[src/rtl/jtag_dma_engine.sv]
// rtl/jtag_dma_engine.sv - JTAG chain-1 DMA engine between the ping-pong buffer and the burst bus
module jtag_dma_engine (
    input  logic        system_clk,
    input  logic        n_reset,
    input  logic        DMA_launch_write,
    input  logic        DMA_launch_read,
    input  logic [31:0] DMA_address,
    input  logic [3:0]  DMA_byte_enable,
    input  logic [7:0]  DMA_burst_size,
    output logic        DMA_busy,
    output logic [7:0]  DMA_block_size,
    output logic        DMA_error,
    output logic [8:0]  pp_address,
    output logic        pp_writeEnable,
    output logic [31:0] pp_dataIn,
    input  logic [31:0] pp_dataOut,
    output logic        bus_request,
    input  logic        bus_grant,
    output logic        bus_begin_transaction,
    output logic        bus_read_n_write,
    output logic [31:0] bus_address_data_out,
    output logic [3:0]  bus_byte_enables,
    output logic [7:0]  bus_burst_size,
    output logic        bus_data_valid_out,
    output logic        bus_end_transaction_out,
    input  logic [31:0] bus_address_data_in,
    input  logic        bus_data_valid_in,
    input  logic        bus_end_transaction_in,
    input  logic        bus_busy_in,
    input  logic        bus_error_in
);
    typedef enum logic [2:0] {
        S_IDLE, S_REQUEST, S_HEADER, S_READ_DATA,
        S_WRITE_PREFETCH, S_WRITE_DATA, S_WRITE_END
    } state_t;

    state_t      r_state;
    logic [31:0] r_addr;
    logic [3:0]  r_be;
    logic [7:0]  r_size;
    logic        r_is_read;
    logic [8:0]  r_wcnt;
    logic [7:0]  r_block_size;
    logic        r_error;
    logic        r_busy;
    logic        r_request;
    logic        r_begin;
    logic        r_end;
    logic [3:0]  r_bus_be;
    logic [7:0]  r_bus_size;
    logic        r_bus_rnw;

    logic        w_rd_store;
    logic [8:0]  w_rd_cnt;
    logic [7:0]  w_rd_block;
    logic [7:0]  w_err_block;
    logic        w_wr_accept;
    logic        w_last_beat;
    logic [7:0]  w_wr_next;

    // The counter parks at 256 so surplus read beats are acknowledged but never stored.
    assign w_rd_store  = (r_state == S_READ_DATA) && bus_data_valid_in && !r_wcnt[8] && !bus_error_in;
    assign w_rd_cnt    = r_wcnt + {8'd0, w_rd_store};
    assign w_rd_block  = w_rd_cnt[8] ? 8'hFF : w_rd_cnt[7:0];
    assign w_err_block = r_wcnt[8] ? 8'hFF : r_wcnt[7:0];
    assign w_wr_accept = (r_state == S_WRITE_DATA) && !bus_busy_in;
    assign w_last_beat = (r_wcnt[7:0] == r_size);
    assign w_wr_next   = r_wcnt[7:0] + 8'd1;

    always_comb begin
        pp_address = 9'd0;
        case (r_state)
            S_READ_DATA:  pp_address = {1'b0, r_wcnt[7:0]};
            S_WRITE_DATA: pp_address = {1'b0, w_wr_accept ? w_wr_next : r_wcnt[7:0]};
            default:      pp_address = 9'd0;
        endcase
    end

    assign pp_writeEnable          = w_rd_store;
    assign pp_dataIn               = (r_state == S_READ_DATA) ? bus_address_data_in : 32'd0;
    assign bus_data_valid_out      = (r_state == S_WRITE_DATA);
    assign bus_address_data_out    = (r_state == S_HEADER)     ? r_addr :
                                     (r_state == S_WRITE_DATA) ? pp_dataOut : 32'd0;
    assign DMA_busy                = r_busy;
    assign DMA_block_size          = r_block_size;
    assign DMA_error               = r_error;
    assign bus_request             = r_request;
    assign bus_begin_transaction   = r_begin;
    assign bus_end_transaction_out = r_end;
    assign bus_byte_enables        = r_bus_be;
    assign bus_burst_size          = r_bus_size;
    assign bus_read_n_write        = r_bus_rnw;

    always_ff @(posedge system_clk or negedge n_reset) begin
        if (!n_reset) begin
            r_state      <= S_IDLE;
            r_addr       <= 32'd0;
            r_be         <= 4'd0;
            r_size       <= 8'd0;
            r_is_read    <= 1'b0;
            r_wcnt       <= 9'd0;
            r_block_size <= 8'd0;
            r_error      <= 1'b0;
            r_busy       <= 1'b0;
            r_request    <= 1'b0;
            r_begin      <= 1'b0;
            r_end        <= 1'b0;
            r_bus_be     <= 4'd0;
            r_bus_size   <= 8'd0;
            r_bus_rnw    <= 1'b1;
        end else begin
            case (r_state)
                S_IDLE: begin
                    if (DMA_launch_write || DMA_launch_read) begin
                        r_addr    <= DMA_address;
                        r_be      <= DMA_byte_enable;
                        r_size    <= DMA_burst_size;
                        r_is_read <= !DMA_launch_write;
                        r_error   <= 1'b0;
                        r_wcnt    <= 9'd0;
                        r_busy    <= 1'b1;
                        r_request <= 1'b1;
                        r_state   <= S_REQUEST;
                    end
                end
                S_REQUEST: begin
                    if (bus_grant) begin
                        r_bus_be   <= r_be;
                        r_bus_size <= r_size;
                        r_bus_rnw  <= r_is_read;
                        r_begin    <= 1'b1;
                        r_state    <= S_HEADER;
                    end
                end
                S_HEADER: begin
                    r_begin <= 1'b0;
                    if (bus_error_in) begin
                        r_error   <= 1'b1;
                        if (r_is_read)
                            r_block_size <= w_err_block;
                        r_busy    <= 1'b0;
                        r_request <= 1'b0;
                        r_state   <= S_IDLE;
                    end else begin
                        r_state <= r_is_read ? S_READ_DATA : S_WRITE_PREFETCH;
                    end
                end
                S_READ_DATA: begin
                    if (bus_error_in) begin
                        r_error      <= 1'b1;
                        r_block_size <= w_err_block;
                        r_busy       <= 1'b0;
                        r_request    <= 1'b0;
                        r_state      <= S_IDLE;
                    end else begin
                        r_wcnt <= w_rd_cnt;
                        if (bus_end_transaction_in) begin
                            r_block_size <= w_rd_block;
                            r_busy       <= 1'b0;
                            r_request    <= 1'b0;
                            r_state      <= S_IDLE;
                        end
                    end
                end
                S_WRITE_PREFETCH: begin
                    if (bus_error_in) begin
                        r_error   <= 1'b1;
                        r_busy    <= 1'b0;
                        r_request <= 1'b0;
                        r_state   <= S_IDLE;
                    end else begin
                        r_state <= S_WRITE_DATA;
                    end
                end
                S_WRITE_DATA: begin
                    if (bus_error_in) begin
                        r_error   <= 1'b1;
                        r_busy    <= 1'b0;
                        r_request <= 1'b0;
                        r_state   <= S_IDLE;
                    end else if (w_wr_accept) begin
                        r_wcnt <= r_wcnt + 9'd1;
                        if (w_last_beat) begin
                            r_end   <= 1'b1;
                            r_state <= S_WRITE_END;
                        end
                    end
                end
                S_WRITE_END: begin
                    r_end     <= 1'b0;
                    r_busy    <= 1'b0;
                    r_request <= 1'b0;
                    r_state   <= S_IDLE;
                end
                default: begin
                    r_begin   <= 1'b0;
                    r_end     <= 1'b0;
                    r_busy    <= 1'b0;
                    r_request <= 1'b0;
                    r_state   <= S_IDLE;
                end
            endcase
        end
    end
endmodule
[config.mk]
export PLATFORM = sky130hd
export DESIGN_NAME = jtag_dma_engine
export DESIGN_NICKNAME = d
export VERILOG_FILES = /design/src/rtl/jtag_dma_engine.sv
export SDC_FILE = /design/constraint.sdc
export NUM_CORES = 1
export LEC_CHECK = 0
export ABC_AREA = 1
export CAP_MARGIN = 0
export CORE_ASPECT_RATIO = 1.5
export CORE_MARGIN = 5
export CORE_UTILIZATION = 30
export DETAILED_ROUTE_END_ITERATION = 6
export PLACE_DENSITY = 0.61
export SLEW_MARGIN = 20
export SYNTH_ARGS = -nofsm -noshare
export SYNTH_HDL_FRONTEND = slang
export SYNTH_SLANG_ARGS = --single-unit
[constraint.sdc]
create_clock -name system_clk -period 3.5 [get_ports system_clk]
set_input_delay 0.525 -clock system_clk [delete_from_list [all_inputs] [get_ports system_clk]]
set_output_delay 0.525 -clock system_clk [all_outputs]
set_load 0.01 [all_outputs]
; Yosys cells after proc, flatten, opt, wreduce, memory -nomap -nowiden
; Cells that the tools add are included.
[classes]
add_sub_neg = 3
mul = 0
n_div = 0
magnitude_cmp = 0
eq_ne = 20
shift = 0
n_mux = 42
bitwise = 3
n_reduce_logical = 26
[op_table]
columns = operator, n
row1 = $mux W32, 3
row2 = $mux W8, 7
row3 = $mux W9, 4
row4 = $pmux W8 S2, 2
row5 = $mux W3, 10
row6 = $pmux W9 S3, 1
row7 = $pmux W3 S6, 1
row8 = $ne A2 B2 Y1 const B, 6
row9 = $reduce_and A4 Y1, 3
row10 = $mux W1, 10
row11 = $reduce_and A5 Y1, 2
row12 = $reduce_or A5 Y1, 2
row13 = $add A9 B1 Y9, 1
row14 = $add A9 B1 Y9 const B, 1
row15 = $eq A3 B3 Y1 const B, 3
row16 = $add A8 B1 Y8 const B, 1
row17 = $eq A8 B8 Y1, 1
row18 = $ne A2 B1 Y1 const B, 4
row19 = $eq A3 B2 Y1 const B, 2
row20 = $ne A3 B1 Y1 const B, 2
row21 = $pmux W1 S2, 3
row22 = $reduce_and A2 Y1, 3
row23 = $logic_and A1 B1 Y1, 4
row24 = $logic_not A1 Y1, 4
row25 = other kinds (11), 14
[totals]
reg_bits = 82
latchBits = 0
ramBits = 0
romBits = 0
input_bits = 117
elab_cells = 108
mem_count = 0

; Longest topological paths before layout
; Gate-level depths: netlist (run 1).
[logic_depth]
word_depth = 9
depth_mapped = 14
ltp_nobuf = 14

; Worst setup path before layout (run 1)
; OpenSTA, ideal clock, no wires.
[synth_timing]
path_kind = input-to-reg
startpoint = input port bus_error_in
endpoint = register r_block_size[0] (netlist: DMA_block_size[0])
arrival_time_ns = 2.437
required_ns = 3.383
slack_ns = 0.947
cell_stages = 12
n_path_buf = 1
path_cell_list = buf_2 > nor2_2 > and3_1 > ha_1 > ha_1 > nand3_1 > inv_1 > nand2_1 > xor2_1 > nand3_1 > nand2_1 > nand2_1
[synth_via]
elab_chain_cells = 7
word_cells_on_any_way = 10
[synth_rtl]
columns = element, line
row1 = "start, declared", 30  ; input logic bus_error_in
row2 = $logic_not A1 Y1, 62  ; assign w_rd_store = (r_state == S_READ_DATA) && bus_data_valid_in && !r_wcnt[8] && !bus_error_in;
row3 = $logic_and A1 B1 Y1, 62
row4 = net pp_writeEnable, 14  ; output logic pp_writeEnable,
row5 = $add A9 B1 Y9, 63  ; assign w_rd_cnt = r_wcnt + {8'd0, w_rd_store};
row6 = $mux W8, 64  ; assign w_rd_block = w_rd_cnt[8] ? 8'hFF : w_rd_cnt[7:0];
row7 = $mux W8, 157  ; if (bus_end_transaction_in) begin
row8 = $mux W8, 149  ; if (bus_error_in) begin
row9 = $pmux W8 S2, 112  ; case (r_state)
row10 = "end signal, assigned", 140  ; r_block_size <= w_err_block;
row11 = "end signal, assigned", 151  ; r_block_size <= w_err_block;
row12 = "end signal, assigned", 158  ; r_block_size <= w_rd_block;
row13 = "end, declared", 43  ; logic [7:0] r_block_size;
; The timed path passes the listed nets, and every way through them passes these cells. The select of a mux whose other input is x is not followed.
; A chain may end at the register's enable or synchronous reset.

; Final worst setup path (run 1)
[layout_timing]
startpoint = register r_state[0]
endpoint = output port pp_address[6]
[layout_via]
elab_chain_cells = 4
word_cells_on_any_way = 5
[layout_rtl]
columns = element, line
row1 = "start, declared", 37  ; state_t r_state;
row2 = "start signal, assigned", 145  ; r_state <= r_is_read ? S_READ_DATA : S_WRITE_PREFETCH;
row3 = $eq A3 B3 Y1, "66, 72"
row4 = $logic_and A1 B1 Y1, 66  ; assign w_wr_accept = (r_state == S_WRITE_DATA) && !bus_busy_in;
row5 = $mux W8, 74  ; S_WRITE_DATA: pp_address = {1'b0, w_wr_accept ? w_wr_next : r_wcnt[7:0]};
row6 = $pmux W8 S2 *, 72  ; case (r_state)
row7 = "end, declared", 13  ; output logic [8:0] pp_address,
; Every way passes the cells marked *; elsewhere a longest branch is shown, timed or not.

==> results of run 1 <==
==> worst min path at each step <==
stage	start	end	slack [ns]	cells past startpoint
2_1_floorplan	n_reset	DMA_block_size[0]	0.23	0
3_3_place_gp	r_addr[6]	r_addr[6]	0.46	2
4_1_cts	n_reset	r_addr[0]	0.27	1
3_5_place_dp	r_addr[6]	r_addr[6]	0.47	2
5_1_grt	n_reset	r_addr[15]	0.30	1
6_report	n_reset	r_addr[0]	0.24	1
==> registers in the layout, indices dropped and copies added, names as in the netlist <==
signal and flops:
r_is_read 1, DMA_error 1, r_addr 32, r_wcnt 9, bus_burst_size 8, bus_byte_enables 4, r_size 8, bus_read_n_write 1
bus_request 1, r_state 3, bus_begin_transaction 1, bus_end_transaction_out 1, DMA_block_size 8, r_be 4
==> logic make-up after synthesis <==
kind of cell,count (synthesis),synth area share [%]
simple gates,316,27.9
buf+inv,106,9.64
compound gates,98,14.3
flops,82,44.7
xor+xnor,14,2.67
fa+ha+maj,3,0.817
other cells,1,0.0816
==> where the power goes <==
part	internal (W)	total, W	switching [W]
sequential	0.00135	0.00161	0.000257
clock	0.000718	0.00111	0.000397
combinational	0.00103	0.00222	0.00118
==> per-stage QoR <==
| stage | instance area, um^2 | hold slack, ns | worst slack [ns] | util [%] | cells |
|---|---|---|---|---|---|
| 2_1_floorplan | 4600 | 0.229 | 0.947 | - | 620 |
| 3_3_place_gp | 6940 | 0.459 | 0.594 | 46.1 | 1016 |
| 3_5_place_dp | 6940 | 0.465 | 0.523 | 46.1 | 1016 |
| 4_1_cts | 7300 | 0.268 | 0.309 | 48.4 | 1032 |
| 5_1_grt | 7300 | 0.297 | 0.156 | 48.4 | 1032 |
| 6_report | 7300 | 0.239 | 0.364 | 48.4 | 1032 |
==> metal layers <==
metal | wire [um] | vias up | track usage (%)
li1 | - | 2373 | -
met1 | 5940 | 2067 | 18.8
met2 | 6820 | 225 | 27.7
met3 | 1630 | 13 | 6.78
met4 | 230 | 0 | 5.20
met5 | 0 | - | 0
==> worst register-to-register path, delay by kind of cell (launching register included) <==
family	cells	cell delay, ns
adders and majority gates	2	0.36
buffers and inverters	3	0.45
xor gates and xnor gates	1	0.14
and+or+nand+nor	8	1.19
DFF	1	0.48
==> cells in the final DEF, fill, tap and decap left out, drive strengths merged <==
master and instances:
a21oi 14, a22o 32, and3 1, buf 12, bufinv 3, clkbuf 10
clkdlybuf4s50 215, clkinv 1, clkinvlp 2, conb 1, dfrtp 81, dfstp 1
ha 3, inv 76, nand2 226, nand3 30, nand3b 2, nand4 1
nor2 54, nor3 2, o211ai 1, o21a 1, o21ai 39, o22ai 10
o31ai 1, xnor2 5, xor2 9
==> final cells by class <==
cell class              instances  area, um^2  share of cell area [%]
clock inverters                 6         114                    1.56
repair buffers                227        2250                    30.9
multi-input cells             432        2100                    28.8
well taps                     199         249                    3.41
clock buffers                  10         239                    3.28
flip-flops and latches         82        2050                    28.1
inverters                      76         285                    3.91
==> reports/qor.yml, run 1 <==
clock_tree:
  cts-root-buf: "clkbuf_16"
  clkTransAtPathRegs_ns: 0.06
  cts_tree: "yes"
  clock_path_buffers: 2
  clk_latency_ns: 0.34
  cts_hold_buffers: 0
  cts_resized: 0
  htreeDepth: 3
  clock_sinks: 82
  postCtsSetupRepairBufs: 0
  cts_made_buffers: 9
worst_setup_path:
  arrival_ns: 2.61
  startpoint_type: "flip-flop"
  cp.required_ns: 2.97
  critical_path.endpoint: "pp_address[6]"
  crit_family: "buffers and inverters"
  path_cells: "inv_2 -> nor2_4 -> nand2_4 -> inv_2 -> nand2_1 -> inv_1 -> nand2_1 -> o21ai_0 -> clkdlybuf4s50_1"
  rr_startpoint: "r_state[2]"
  crit_fanout: 21
  path_buf_inv: 4
  crit_start: "r_state[0]"
  slowest_stage: "clkdlybuf4s50_1"
  cp-end-kind: "output pin"
  worstRegToRegCells: 14
  rrSetupSlack_ns: 0.77
  slowest_delay_ns: 0.57
  r2r-end: "DMA_block_size[2]"
  cp.depth: 9
  critPathKind: "reg2out"
yosys:
  yosysUniqueCellTypes: 34
  synth_area_leaders: "dfrtp_1 44%, nand2_1 18%, a22o_1 6.1%"
  avgSynthCellArea_um2: 7.41
  synthCells: 620
  post-synth-top-count-cell: "nand2_1"
  synth_ff_type: "dfrtp_1"
  synth_top_area_share_pct: 44.1
  synth_seq_cells: 82
  synth-edff-count: 0
  syn_nets: 740
  ys_warn_count: 0
  syn_area_mm2: 0.00460
  yosysTopAreaCell: "dfrtp_1"
  yosysSeqAreaShare_pct: 44.7
  synth-async-reset-ratio_pct: 100
  synth_common_cells: "224 x nand2_1, 81 x dfrtp_1, 70 x inv_1"
die:
  dieArea_mm2: 0.0179
  num_io_pins: 218
  die_x_um: 111
  fp.coreArea_mm2: 0.0151
  chipHeight_um: 162
  rows: 55
  start_util_pct: 30.5
detailed_routing:
  drtIter0Drc: 209
  via_per_inst: 4.53
  first_pass_iters: 4
  final_antenna_net_count: 0
  finalWirelength_mm: 14.6
  via_count: 4678
  drc: 0
  post_drt_wl_per_cell_um: 14.2
timing:
  final-setup-viol-count: 0
  min_period_ns: 3.14
  slew_headroom_pct: 51.2
  fmax_mhz: 319
  final.setup.tns_ns: 0
  tightestPinTransition_ns: 0.732
  hold_viol_final: 0
  rsz0062_at_grt: "no"
  slew_violations: 0
  min_period_over_period_pct: 89.6
  clock_skew_ns: 0.00432
global_routing:
  antenna_found_initial: 0
  grt_pass1_wl_mm: 23.9
  grt_max_degree: 56
  grt_pass1_vias: 4689
  track_usage_pct: 16.3
  gr-total-overflow: 0
finish:
  n_fill_cell: 1438
  layout-drive-gt1-share_pct: 5.28
  diodes: 0
  syn2layout_area_growth_pct: 58.7
  layout.nets: 948
power:
  leakage_nw: 3.42
  ir_drop_uv: 303
  powerDensity_mw_per_mm2: 678
  finalPower_w: 0.00494
placement:
  hpwl_mm: 11.5
  io_buffers: 216
  place.gp.congestion: 0.898
run:
  maxCapViolCount: 0
min_path:
  hold_path.class: "in2async"
status:
  outcome: "completed"
Note: power is estimated with default switching activity, not from simulation.
==> run 2, diff against run 1 <==
- CORE_ASPECT_RATIO: 1.5 -> not set
==> reports/qor.yml, run 2 (synthesis results as in run 1) <==
status:
  outcome: "completed"
worst_setup_path:
  crit_fanout: 10  # -52%
  r2r-end: "DMA_block_size[1]"
  cp_common_cell: "nand2_1"
  critPathKind: "reg2reg"
  rrSetupSlack_ns: 0.51  # -0.26 ns
  path_cells: "inv_2 -> nand3_4 -> nor2_2 -> and3_1 -> ha_1 -> ha_1 -> nand3_1 -> inv_1 -> nand2_1 -> xor2_1 -> nand3_1 -> nand2_1 -> nand2_1"
  arrival_ns: 3.22  # +0.61 ns
  worstRegToRegCells: 13  # -1
  cp-end-kind: "flip-flop"
  slowest_stage: "dfrtp_1"
  rr_startpoint: "r_state[2]"
  slowest_delay_ns: 0.47  # -0.10 ns
  cp.required_ns: 3.72  # +0.75 ns
  startpoint_type: "flip-flop"
min_path:
  hold_path.class: "in2async"
timing:
  fmax_mhz: 334  # +4.8%
  min_period_ns: 2.99  # -0.144 ns
  slew_headroom_pct: 48.4  # -2.7 points
  slew_violations: 0  # unchanged
  rsz0062_at_grt: "no"
  final-setup-viol-count: 0  # unchanged
  tightestPinTransition_ns: 0.773  # +0.0411 ns
  final.setup.tns_ns: 0  # unchanged
  clock_skew_ns: 0.00648  # +0.00216 ns
  hold_viol_final: 0  # unchanged
  min_period_over_period_pct: 85.5  # -4.1 points
clock_tree:
  htreeDepth: 3  # unchanged
  clkTransAtPathRegs_ns: 0.06  # about the same
  postCtsSetupRepairBufs: 0  # unchanged
  cts-root-buf: "clkbuf_16"
  cts_resized: 0  # unchanged
  clock_sinks: 82  # unchanged
  clk_latency_ns: 0.33  # about the same
  cts_tree: "yes"
  clock_path_buffers: 2  # unchanged
  cts_made_buffers: 9  # unchanged
  cts_hold_buffers: 0  # unchanged
power:
  powerDensity_mw_per_mm2: 651  # -4.0%
  power.switching_w: 0.00180  # -2.2%
  pwr-share-seq_pct: 34.8  # +2.2 points
  p_sw_share_pct: 38.7  # +1.6 points
  combPwrFrac_pct: 47.5  # +2.6 points
  ir_drop_uv: 314  # +3.9%
  clkPwrFrac_pct: 17.7  # -4.8 points
  internal-power_w: 0.00284  # -8.5%
  leakage_nw: 3.36  # -1.9%
finish:
  final-seq-area_mm2: 0.00205  # unchanged
  syn2layout_area_growth_pct: 55.1
  regMostFlops: "r_addr"
  multi_input_area_mm2: 0.00210  # unchanged
  reg_top3: "r_addr x32, r_wcnt x9"
  largest_reg_flops: 32  # unchanged
  final_cell_mix: "224 x nand2_1, 215 x clkdlybuf4s50_1, 81 x dfrtp_1"
  design_area_mm2: 0.00713  # -2.2%
  layout.nets: 944  # -0.42%
  diodes: 0  # unchanged
  n_fill_cell: 1491  # +3.7%
  layout_commonest_cell: "nand2_1"
  layout-drive-gt1-share_pct: 4.12  # -1.2 points
run:
  maxCapViolCount: 0  # unchanged
detailed_routing:
  first_pass_iters: 4  # unchanged
  post_drt_wl_per_cell_um: 14.4  # +1.4%
  finalWirelength_mm: 14.6  # -0.37%
  drtIter0Drc: 251  # +20%
  final_antenna_net_count: 0  # unchanged
  drc: 0  # unchanged
  via_count: 4566  # -2.4%
  via_per_inst: 4.50  # -0.66%
global_routing:
  track_usage_pct: 16.4  # +0.031 points
  gr-total-overflow: 0  # unchanged
  grt_max_degree: 83  # +48%
  grtUsageMet3_pct: 6.56  # -0.22 points
  use_met2_pct: 27.0  # -0.64 points
  grt_pass1_vias: 4591  # -2.1%
  antenna_found_initial: 0  # unchanged
  busiest_layer: "met2"
  grt_pass1_wl_mm: 23.7  # -0.78%
  grt.met1_usage_pct: 19.8  # +1.0 points
placement:
  dpl_cell_area_mm2: 0.00689  # -0.81%
  io_buffers: 216  # unchanged
  place.gp.congestion: 0.899  # +0.10%
  hpwl_mm: 11.2  # -2.4%
die:
  fp.coreArea_mm2: 0.0151  # +0.12%
  dieArea_mm2: 0.0179  # -0.28%
  start_util_pct: 30.5  # -0.038 points
  chipHeight_um: 134  # -17%
  num_io_pins: 218  # unchanged
  die_x_um: 134  # +20%
  rows: 45  # -18%
## run 2: changes by cell type in the layout (fill, tap and decap cells not counted)
cell / delta
buf_6: +1
clkinv_4: -1
buf_12: -1
bufinv_16: -3
buf_4: -4
clkinvlp_4: -2
clkinv_2: +1
clkbuf_8: -1
clkbuf_1: +3
## run 2: per-layer routing
layer | vias up | routed length, um
met4 | 0 | 233
met1 | 2008 | 6190
met5 | - | 0
met2 | 182 | 6600
li1 | 2358 | -
met3 | 18 | 1550
## run 2: how the worst max path moves through the flow
stage | to | cells past startpoint | slack, ns | startpoint
floorplan | DMA_block_size[0] | 12 | 0.95 | bus_error_in
global placement | DMA_block_size[1] | 12 | 0.42 | bus_error_in
global route | DMA_block_size[1] | 13 | 0.15 | r_state[2]
detailed placement | DMA_block_size[1] | 12 | 0.35 | bus_error_in
CTS | pp_address[5] | 6 | 0.48 | r_state[2]
finish | DMA_block_size[1] | 13 | 0.51 | r_state[2]
## run 2: final cells by class
cell class	count	share of cell area, %
flip-flops and latches	82	28.8
multi-input cells	432	29.5
clock buffers	12	3.32
well taps	188	3.30
clock inverters	1	0.0702
inverters	76	4.00
repair buffers	223	31.1
## run 2: power groups by stage
stage               Clock [W]  Combinational, W  Sequential, W
floorplan                   0           0.00123        0.00162
global placement            0           0.00222        0.00163
detailed placement          0           0.00223        0.00163
CTS                  0.000861           0.00224        0.00162
global route         0.000898           0.00248        0.00167
finish               0.000821           0.00220        0.00162
## run 2: critical path, delay by kind of cell, from the launching register on
kind                       cells  cell delay, ns
and+or+nand+nor                8            1.30
adders and majority gates      2            0.37
DFF                            1            0.47
buffers and inverters          2            0.27
xor gates and xnor gates       1            0.46
## run 2: metrics by stage
| step | utilization (%) | setup slack [ns] | power, W | hold slack (ns) | std cells |
|---|---|---|---|---|---|
| after global routing | 47.3 | 0.151 | 0.00506 | 0.310 | 1014 |
| final | 47.3 | 0.507 | 0.00464 | 0.247 | 1014 |
| after CTS | 47.2 | 0.482 | 0.00472 | 0.431 | 1014 |
| after floorplan | - | 0.947 | 0.00285 | 0.229 | 620 |
| after global placement | 45.6 | 0.416 | 0.00385 | 0.459 | 1001 |
| after detailed placement | 45.6 | 0.347 | 0.00386 | 0.464 | 1001 |
==> run 3, diff against run 2 <==
- SKIP_LAST_GASP: not set -> 1
==> results of run 3 <==
No change in the layout: final DEF, timing and power equal those of run 2.
